===== config.mk =====
export PLATFORM = sky130hd
export DESIGN_NAME = tick_period_meter
export DESIGN_NICKNAME = d
export VERILOG_FILES = /design/src/rtl/tick_period_meter.sv
export SDC_FILE = /design/constraint.sdc
export NUM_CORES = 1
export LEC_CHECK = 0
export CAP_MARGIN = 20
export CORE_MARGIN = 4
export CORE_UTILIZATION = 50
export CTS_BUF_LIST = sky130_fd_sc_hd__clkbuf_16
export CTS_CLUSTER_SIZE = 12
export DETAILED_ROUTE_END_ITERATION = 10
export GPL_ROUTABILITY_DRIVEN = 0
export PLACE_DENSITY_LB_ADDON = 0.05
export SLEW_MARGIN = 10
export SYNTH_ARGS = -nofsm -noshare
export SYNTH_HDL_FRONTEND = slang
export SYNTH_SLANG_ARGS = --single-unit

===== constraint.sdc =====
create_clock -name clock -period 4.2 [get_ports clock]
set_clock_uncertainty 0.15 [all_clocks]
set_input_delay 0.63 -clock clock [delete_from_list [all_inputs] [get_ports clock]]
set_output_delay 0.63 -clock clock [all_outputs]
set_load 0.02 [all_outputs]

===== src/rtl/tick_period_meter.sv =====
// Tick-to-tick interval meter: counts clock cycles between rising edges of tick_in and
// presents each accepted interval on a valid/ready register, with timeout and overrun flags.
module tick_period_meter #(
  parameter int WIDTH      = 28,
  parameter int MIN_PERIOD = 1,
  parameter int MAX_PERIOD = 200000000
) (
  input  logic             clock,
  input  logic             reset,
  input  logic             enable,
  input  logic             tick_in,
  output logic [WIDTH-1:0] period,
  output logic             period_valid,
  input  logic             period_ready,
  output logic             timeout,
  output logic             overrun,
  output logic             measuring
);

  typedef enum logic {S_IDLE, S_MEASURE} state_t;

  localparam logic [WIDTH-1:0] L_MIN = WIDTH'(MIN_PERIOD);
  localparam logic [WIDTH-1:0] L_MAX = WIDTH'(MAX_PERIOD);
  localparam logic [WIDTH-1:0] L_ONE = WIDTH'(1);

  state_t           r_state;
  state_t           w_state_next;
  logic [WIDTH-1:0] r_cnt;
  logic [WIDTH-1:0] w_cnt_next;
  logic             r_tick_q;
  logic             w_tick_ev;
  logic             w_capture;
  logic             w_expire;
  logic [WIDTH-1:0] r_period;
  logic             r_valid;
  logic             r_timeout;
  logic             r_overrun;

  assign w_tick_ev = tick_in & ~r_tick_q;

  // State and counter register
  always_ff @(posedge clock) begin
    if (reset) begin
      r_state  <= S_IDLE;
      r_cnt    <= '0;
      r_tick_q <= 1'b0;
    end else begin
      r_state  <= w_state_next;
      r_cnt    <= w_cnt_next;
      r_tick_q <= tick_in;
    end
  end

  // Next state; the counter never passes MAX_PERIOD, so it cannot wrap
  always_comb begin
    w_state_next = r_state;
    w_cnt_next   = r_cnt;
    w_capture    = 1'b0;
    w_expire     = 1'b0;
    if (!enable) begin
      w_state_next = S_IDLE;
      w_cnt_next   = '0;
    end else begin
      case (r_state)
        S_IDLE: begin
          w_cnt_next = '0;
          if (w_tick_ev) begin
            w_cnt_next   = L_ONE;
            w_state_next = S_MEASURE;
          end
        end
        S_MEASURE: begin
          if (w_tick_ev && (r_cnt >= L_MIN)) begin
            w_capture  = 1'b1;
            w_cnt_next = L_ONE;
          end else if (r_cnt >= L_MAX) begin
            w_expire     = 1'b1;
            w_cnt_next   = '0;
            w_state_next = S_IDLE;
          end else begin
            w_cnt_next = r_cnt + L_ONE;
          end
        end
        default: begin
          w_state_next = S_IDLE;
          w_cnt_next   = '0;
        end
      endcase
    end
  end

  always_comb begin
    measuring = (r_state == S_MEASURE);
  end

  // Result register: a capture into a stalled, still-full register is dropped
  always_ff @(posedge clock) begin
    if (reset) begin
      r_period  <= '0;
      r_valid   <= 1'b0;
      r_timeout <= 1'b0;
      r_overrun <= 1'b0;
    end else begin
      r_overrun <= 1'b0;
      if (w_capture) begin
        if (!r_valid || period_ready) begin
          r_period  <= r_cnt;
          r_valid   <= 1'b1;
          r_timeout <= 1'b0;
        end else begin
          r_overrun <= 1'b1;
        end
      end else begin
        if (r_valid && period_ready) r_valid <= 1'b0;
        if (w_expire) r_timeout <= 1'b1;
      end
    end
  end

  assign period       = r_period;
  assign period_valid = r_valid;
  assign timeout      = r_timeout;
  assign overrun      = r_overrun;

endmodule


==> metrics.md <==
| Metric | Value |
|---|---|
| Min Tclk post-route | between 2 and 3 ns |
| GR met1 Demand/Resource | 0.255 |
| Worst vdd ir | about 230 uV |
| Final Max Tran Viols | 0 |
| Number of cells on the worst hold path | 2 |
| Fin area | 3230 um^2 |
| Die height | 79.8 um |
| Post-DP Area | 2960 um^2 |
| Starting DRT DRC Count | 93 |
| CTS sink cnt | just over 60 |
| CP Class | reg2reg |
| RSZ-0062 raised after global routing | false |
| Max Freq | roughly 0.36 GHz |
| Root Driver | clkbuf_16 |
| Top cell type by total area after synthesis | dfxtp_1 |
| Sequential fraction of the synthesis area | 0.474 |
| #FFs+latches synth | 61 |
| Hold Path Sink | period[14]$_SDFFE_PP0P_ |
| Warnings from Yosys | 0 |
| Overall Global Routing Usage | 0.188 |
| Clock tree buffer depth | 2 |
| Avg Inst Size Synth | 9.30 um^2 |
| Drt pass-1 iters | 4 |
| Number of global-route vias before repair | between 1,500 and 2,000 |
| Gr ovfl total | 0 |
| Final TNS setup | 0 ns |
| WL/cell | approximately 14 um |
| Post-DP HPWL | 3590 um |
| Min-delay worst type | reg2reg |
| Reg2reg setup slack | 1.41 ns |
| Post-Layout Cell Count | 384 |
| Share of layout cells above drive strength 1 | 0.0568 |
| CTS tree | built |
| First-pass GRT wire length | 9320 um |
| FF-to-FF path depth | 7 |
| M3 GR Usage | 0.0429 |
| # port buffers | 36 |
| Netlist cell types | 33 |
| GR Util met2 | 0.284 |
| CP arrival | 2.90 ns |
| Syn-to-layout area delta | 25.5% |
| Die width | 79.8 um |
| Final core occ | 0.667 |
| Final hold violations | 0 |
| Initial antenna violation count | 0 |
| CTS Buf Count | 9 |
| Leak | 1.37 nW |
| Crit path from | r_cnt[1]$_SDFF_PP0_ |
| Fin crit share | 0.664 |
| Placed Cells | 369 |
| PwrDens | ~380 nW/um^2 |
| Row Count | 25 |
| Top Ports | 37 |
| Clock Latency Late Sink | between 0.3 and 0.4 ns |
| Hold_sp | period[14]$_SDFFE_PP0P_ |
| Crit path max fanout | 27 |
| H-tree Lvls | 3 |
| Post-layout net count | 322 |
| Via Count | 1,987 |
| CP cell instances | inv_1, ha_1, nor4b_1, nand4_1, o21bai_2, nand4_2, o21ba_1 |
| Area fraction of the dominant cell type after synthesis | 0.474 |
| Synth Cell Area | approximately 2600 um^2 |
| Synth area leaders | dfxtp_1 (47%), mux2i_1 (11%), nor2_1 (9.0%) |
| Pin count of the biggest net entering global routing | 33 |
| Critical path required time | 4.31 ns |
| Die footprint | 6360 um^2 |
| Vias per inst | about 5.2 |
| Run status | completed |
| Setup violators final | 0 |
| GRT Max-Usage Layer | met2 |
| Final Power | between 1 and 1.5 mW |
| Worst setup EP type | flip-flop |
| Core Box Area | 4850 um^2 |
| Max incr delay on CP | 0.61 ns |
| Syn Nets | 285 |
| DRT Wirelength | approximately 5400 um |
| Worst slew margin relative to its limit | 0.513 |
| Total of cells resized after clock tree synthesis | 0 |
| Antenna-violating nets left | 0 |
| Worst path slowest cell | nand4_2 |
| Residual DRC | 0 |
| Reg2reg start | r_cnt[1]$_SDFF_PP0_ |
| Startpoint Class | flip-flop |
| Postcts setup bufs | 0 |
| Max-cap violations | 0 |
| N_diodes | 0 |
| CTS Hold Bufs | 0 |
| Reg clk slew, reported paths | 0.05 ns |
| Slew @ Worst Pin | approximately 0.73 ns |
| R2r endpoint | r_cnt[27]$_SDFF_PP0_ |
| Initial Util | 0.531 |
| Cells after synthesis | 277 |
[power breakdown]
part | switching [mW] | total [mW] | leakage (nW) | internal [mW]
registers | 0.00191 | 0.583 | 0.492 | 0.581
clock network | 0.231 | 0.614 | 0.133 | 0.383
logic | 0.0151 | 0.0252 | 0.745 | 0.0101
[cell usage in the layout (no fill, tap or decap), types with 2 or more instances in the layout]
cell and count:
xor2_1 19, xnor2_1 6, nand4_1 13, clkinv_2 3, mux2i_1 28, and3_1 6, ha_1 3, nor2b_1 2
nor2_1 62, inv_1 12, buf_4 2, nor4_1 5, clkbuf_16 9, nor3_1 4, nand3_1 12, clkdlybuf4s50_1 36
a21oi_1 3, nand2b_1 2, dfxtp_1 61, nand2_1 12, o22ai_1 2, and4_1 4
[cell families (layout without fill, tap and decap cells)]
group                      after synthesis  after routing  synth area share
xor gates and xnor gates                25             25            0.0850
and+or+nand+nor                        125            125             0.231
DFF                                     61             61             0.474
adders and majority gates                3              3            0.0146
buffers and inverters                   23             63            0.0486
AOI/OAI and AO/OA                       12             12            0.0379
muxes                                   28             28             0.109
[Yosys cell counts, drive strengths merged]
master / number
a21o: 1
a21oi: 3
a32o: 1
a41oi: 1
and2: 1
and3: 6
and4: 4
buf: 7
clkbuf: 6
dfxtp: 61
ha: 3
inv: 10
mux2i: 28
nand2: 12
nand2b: 2
nand3: 12
nand4: 14
nor2: 62
nor2b: 2
nor3: 4
nor4: 5
nor4b: 1
o2111ai: 1
o21ba: 1
o21bai: 1
o22ai: 2
o31ai: 1
xnor2: 6
xor2: 19
[state kept, by name (all words and copies together) (netlist names)]
name          flops
period_valid      1
period           28
overrun           1
timeout           1
measuring         1
r_tick_q          1
r_cnt            28
[area by class of cell]
cell class                 instances  area (um^2)
tap                               67         83.8
inverter                          10         37.5
multi-input combinational        193         1240
clock inverter                     5         22.5
timing repair buffer              39          403
sequential                        61         1220
fill                             415         1610
clock buffer                       9          225
[per-stage QoR]
step | hold slack (ns) | setup slack [ns]
after detailed placement | 0.336 | 1.20
final | 0.339 | 1.41
after global routing | 0.371 | 1.11
after floorplan | 0.349 | 2.09
after global placement | 0.330 | 1.29
after CTS | 0.350 | 1.19
[critical path, delay by kind of cell (launching register included)]
family,cells,cell delay [ns]
buf+inv,1,0.09
fa+ha+maj,1,0.18
flops,1,0.43
compound gates,2,0.74
simple gates,3,1.13
[layer usage]
layer / routed length, um / vias to the layer above
met2: 2420 / 39
met4: 86 / 0
li1: - / 1026
met1: 2650 / 913
met5: 0 / -
met3: 212 / 9
[how the worst max path moves through the flow]
stage,to,slack [ns],cells past startpoint
6_report,r_cnt[27]$_SDFF_PP0_,1.41,7
3_5_place_dp,period[21]$_SDFFE_PP0P_,1.20,8
2_1_floorplan,period[0]$_SDFFE_PP0P_,2.09,9
3_3_place_gp,period[22]$_SDFFE_PP0P_,1.29,8
4_1_cts,period[21]$_SDFFE_PP0P_,1.19,8
5_1_grt,r_cnt[27]$_SDFF_PP0_,1.11,7
No activity file was read; power rests on OpenSTA's default activity.
